`src/rtl/tdm_pkg.sv`:
```
// tdm_pkg: shared state encoding, default sizes and slot addressing for the TDM demultiplexer.
package tdm_pkg;
    typedef enum logic {IDLE, RECV} state_e;
    localparam int NUM_CH_DEF = 4;
    localparam int DATA_W_DEF = 8;
    // A frame-start beat always lands in slot 0, whatever the counter holds.
    function automatic int unsigned slot_idx(input logic start, input int unsigned cnt);
        return start ? 0 : cnt;
    endfunction
endpackage

```
`src/rtl/slot_decoder.sv`:
```
// slot_decoder: one-hot shadow-register write enables from the slot index and beat valid.
module slot_decoder #(
    parameter int NUM_CH = 4,
    parameter int CNT_W  = 2
) (
    input  logic [CNT_W-1:0]  slot,
    input  logic              valid,
    output logic [NUM_CH-1:0] we
);
    for (genvar k = 0; k < NUM_CH; k++) begin : g_we
        assign we[k] = valid && (slot == CNT_W'(k));
    end
endmodule

```
`src/rtl/tdm_demux.sv`:
```
// tdm_demux: serial slot stream to NUM_CH parallel channel registers, updated atomically per frame.
// Build with TDM_PARITY_CHECK_EN to add din_par and reject frames containing a parity error.
module tdm_demux
    import tdm_pkg::*;
#(
    parameter int NUM_CH = NUM_CH_DEF,
    parameter int DATA_W = DATA_W_DEF,
    parameter int CNT_W  = $clog2(NUM_CH)
) (
    input  logic                     clk,
    input  logic                     rst,
    input  logic [DATA_W-1:0]        din,
    input  logic                     din_valid,
    input  logic                     frame_start,
`ifdef TDM_PARITY_CHECK_EN
    input  logic                     din_par,
`endif
    output logic [NUM_CH*DATA_W-1:0] ch_data,
    output logic                     frame_done,
    output logic                     frame_err,
    output logic                     busy
);
    state_e                         state_q;
    logic [CNT_W-1:0]               cnt_q;
    logic [NUM_CH-1:0][DATA_W-1:0]  shadow_q, shadow_d, ch_q;
    logic [NUM_CH-1:0]              we;
    logic                           done_q, err_q;
    logic                           start, beat, last, frame_bad;

    assign start = din_valid && frame_start;
    assign beat  = din_valid && !frame_start && state_q == RECV;
    assign last  = beat && cnt_q == CNT_W'(NUM_CH - 1);

    slot_decoder #(.NUM_CH(NUM_CH), .CNT_W(CNT_W)) u_dec (
        .slot  (CNT_W'(slot_idx(start, 32'(cnt_q)))),
        .valid (start || beat),
        .we    (we)
    );

    always_comb begin
        shadow_d = shadow_q;
        for (int k = 0; k < NUM_CH; k++) shadow_d[k] = we[k] ? din : shadow_q[k];
    end

`ifdef TDM_PARITY_CHECK_EN
    logic bad_q, par_bad;
    assign par_bad   = ^{din, din_par};
    // Includes the final beat's own parity so a bad last slot is caught at completion.
    assign frame_bad = bad_q || (beat && par_bad);
    always_ff @(posedge clk or posedge rst) begin
        if (rst) bad_q <= 1'b0;
        else     bad_q <= last ? 1'b0 : start ? par_bad : frame_bad;
    end
`else
    assign frame_bad = 1'b0;
`endif

    always_ff @(posedge clk or posedge rst) begin
        if (rst) begin
            state_q  <= IDLE;
            cnt_q    <= '0;
            shadow_q <= '0;
            ch_q     <= '0;
            done_q   <= 1'b0;
            err_q    <= 1'b0;
        end else begin
            shadow_q <= shadow_d;
            done_q   <= last && !frame_bad;
            err_q    <= (start && state_q == RECV) || (last && frame_bad);
            if (start) begin
                state_q <= RECV;
                cnt_q   <= CNT_W'(1);
            end else if (last) begin
                state_q <= IDLE;
                cnt_q   <= '0;
                if (!frame_bad) ch_q <= shadow_d;
            end else if (beat) begin
                cnt_q <= cnt_q + CNT_W'(1);
            end
        end
    end

    assign ch_data    = ch_q;
    assign frame_done = done_q;
    assign frame_err  = err_q;
    assign busy       = state_q == RECV;
endmodule

```
`config.mk`:
```
export PLATFORM = sky130hd
export DESIGN_NAME = tdm_demux
export DESIGN_NICKNAME = d
export VERILOG_FILES = /design/src/rtl/tdm_pkg.sv /design/src/rtl/slot_decoder.sv /design/src/rtl/tdm_demux.sv
export SDC_FILE = /design/constraint.sdc
export NUM_CORES = 1
export LEC_CHECK = 0
export ABC_CLOCK_PERIOD_IN_PS = 5400
export CAP_MARGIN = 0
export CORE_AREA = 2 2 78 80
export CTS_CLUSTER_SIZE = 16
export DETAILED_ROUTE_END_ITERATION = 7
export DIE_AREA = 0 0 80 82
export PLACE_DENSITY = 0.8
export SYNTH_ARGS = -nofsm -noshare
export SYNTH_HDL_FRONTEND = slang
export SYNTH_SLANG_ARGS = --single-unit
```
`constraint.sdc`:
```
create_clock -name clk -period 5.4 [get_ports clk]
set_input_delay 1.08 -clock clk [delete_from_list [all_inputs] [get_ports clk]]
set_output_delay 1.08 -clock clk [all_outputs]
set_load 0.05 [all_outputs]
```
==> metrics.csv <==
metric,value,unit
outcome,finished clean,
unrepaired setup endpoints after global routing,false,
half-perimeter wire length of the detailed placement result,4300,microns
Die Outline Area,0.00656,sq mm
vias in the first global route,2277,
total number of H-tree levels,3,
count of yosys warnings during synthesis,0,
cells after synthesis,272,
setup_tns,0,ps
combined area of all synthesized cells,0.00306,sq mm
WL per Instance,17.9,microns
area inside the core boundary,0.00575,sq mm
asr flop ratio synth,1.00,
detail-routed via count per cell,6.01,
overall routing resource usage,0.228,
Resized Gates After CTS,0,
largest net degree at the start of global routing,70,
drt drc,0,
number of maximum-capacitance constraint violations,0,
sort of element at the start of the critical path,input port,
Worst Path Required,5680,ps
number of clock sinks,69,
fmax,0.324,GHz
number of DRC violations after detailed-routing iteration 0,190,
sequential cell area fraction in the yosys report,0.564,
Max transition margin,0.340,
ANT nets after route,0,
post-CTS repair timing setup buffer count,0,
nature of the critical path endpoint,flip-flop,
overall overflow remaining after global route,0,
Hold/Removal Path Class,reg -> reg,
"EDFF count, synth",0,
transition time of the tightest slew-check pin,989,ps
y dimension of the die,82,microns
critical-path maximum fanout,17,
biggest area consumer among synthesized cells,dfrtp_1,
synth unique cells,33,
most frequent standard cell in the layout excluding fill and tap cells,dfrtp_1,
prevailing post-synth register cell,dfrtp_1,
post-layout net count,321,
worst hold-check slack,496,ps
clock slew at the register clock pins of the worst setup and hold paths,70,ps
most area-consuming cells after synthesis,"dfrtp_1, mux2_2, o211ai_1",
Final Wtd Congestion,0.773,
total CTS buffers,9,
portion of the clock cycle consumed by the worst path in the final layout,0.572,
ordered list of cells on the worst path,clkdlybuf4s50_1 -> nand4b_1 -> nor2_1 -> a21bo_2,
slowest cell delay on critical path,720,ps
number of placed I/O pins,47,
Layout Area Growth over Synthesis,19.9,%
dpl ws,2080,ps
buffer depth of the longest clock path,2,
final setup violating endpoints,0,
starting density of the core,0.532,
wire length reported by the detailed router,6940,microns
cts-stage hold buffer count,0,
crit path kind,in -> reg,
wire length of the first global-routing pass,11300,microns
"leading cell types in the layout, fill and taps excluded","dfrtp_1, clkdlybuf4s50_1, nand2_1, o211ai_1, nand4_1",
number of nets in the synthesized netlist,285,
final slew viol count,0,
power per standard cell area,616,mW/mm^2
initial antenna violation count,0,
fin worst setup slack,2310,ps
iteration count of the initial detailed-routing pass,4,
horizontal die dimension,80,microns
Skew-Pair Late Insertion Delay,340,ps
"Min Clock Period, post-route",3090,ps
Final Hold Viols,0,
maximum vdd ir drop,0.320,mV
floorplan row count,28,
diode insertion count for antenna repair,0,
routed vias,2330,
fraction of layout cells with a size suffix above 1,0.160,
clock tree from TritonCTS,yes,
Fill cells,460,
"Avg Cell Area, Syn",11.2,sq um
static leakage,1.57,nW
clock root buffer,clkbuf_8,
"flops & latches, synth",69,
count of port buffers added during placement,46,
"slowest stage cell, crit path",clkdlybuf4s50_1,
portion of synthesized cell area occupied by the leading cell type,0.564,
Fin Clk Skew,6.82,ps
endpoint arrival time on the critical path,3370,ps
[final timing paths]
kind | from | endpoint | slack [ps] | cells past startpoint
setup reg to reg | cnt_q[0]$_DFFE_PP0P_ | ch_data[30]$_DFFE_PP0P_ | 2660 | 5
hold reg to reg | ch_data[4]$_DFFE_PP0P_ | ch_data[4]$_DFFE_PP0P_ | 500 | 2
hold / removal | ch_data[4]$_DFFE_PP0P_ | ch_data[4]$_DFFE_PP0P_ | 500 | 2
max in group asynchronous | rst | busy$_DFFE_PP0P_ | 3550 | 3
setup / recovery | din_valid | shadow_q[19]$_DFF_PP0_ | 2310 | 4
min in group asynchronous | rst | frame_done$_DFF_PP0_ | 1310 | 3
[synthesized netlist by cell type, types with 2 or more instances]
library cell,instances
buf_6,3
o211ai_1,24
inv_1,4
mux2_4,2
o21ai_0,9
a31oi_1,8
dfrtp_1,69
mux2_2,22
nand4b_1,2
buf_2,9
a21oi_1,8
clkbuf_1,7
buf_4,3
nor2_1,9
nand2_1,37
nand4_1,24
nand3_1,9
a21bo_2,8
[worst max-delay path: cells and delay by family]
family	cells	cell delay [ps]
AO/OA/AOI/OAI	1	230
buffers and inverters	1	720
AND/OR/NAND/NOR	2	1340
[layout make-up]
| cell class | instances | area [sq um] | area share |
|---|---|---|---|
| multi-input cells | 176 | 1190 | 0.323 |
| well taps | 75 | 93.8 | 0.0256 |
| clock buffers | 15 | 166 | 0.0454 |
| clock inverters | 1 | 5.00 | 0.00136 |
| flip-flops and latches | 69 | 1730 | 0.471 |
| repair buffers | 48 | 475 | 0.130 |
| inverters | 4 | 15.0 | 0.00409 |
[per-stage QoR]
stage	std cells	power, mW	util	area [sq um]
after global routing	388	2.37	0.639	3670
after floorplan	272	1.59	-	3060
after CTS	388	2.27	0.639	3670
final	388	2.26	0.639	3670
after global placement	372	1.86	0.609	3500
after detailed placement	372	1.89	0.609	3500
[cell families (layout without fill, tap and decap cells)]
group | after synthesis | count (layout) | synth area share
buffers and inverters | 27 | 68 | 0.0478
DFF | 69 | 69 | 0.564
adders and majority gates | 1 | 1 | 0.00409
muxes | 24 | 24 | 0.0908
and+or+nand+nor | 91 | 91 | 0.156
AOI/OAI and AO/OA | 60 | 60 | 0.137
[flip-flops by register name, indices dropped and copies added, names as in the netlist]
register / flops
cnt_q: 2
shadow_q: 32
ch_data: 32
busy: 1
frame_done: 1
frame_err: 1
[power breakdown]
group          internal, mW  switching, mW  total [mW]
Sequential            0.734          0.132       0.866
Clock                 0.192          0.181       0.373
Combinational         0.375          0.644        1.02
Total                  1.30          0.957        2.26
[routing by layer]
metal | vias up | track usage | share of wire
met2 | 71 | 0.377 | 0.51
met3 | 2 | 0.0571 | 0.068
met5 | - | 0 | 0
met4 | 0 | 0.0729 | 0.0027
met1 | 1190 | 0.297 | 0.42
li1 | 1067 | - | -
(Power assumes the default switching activity.)
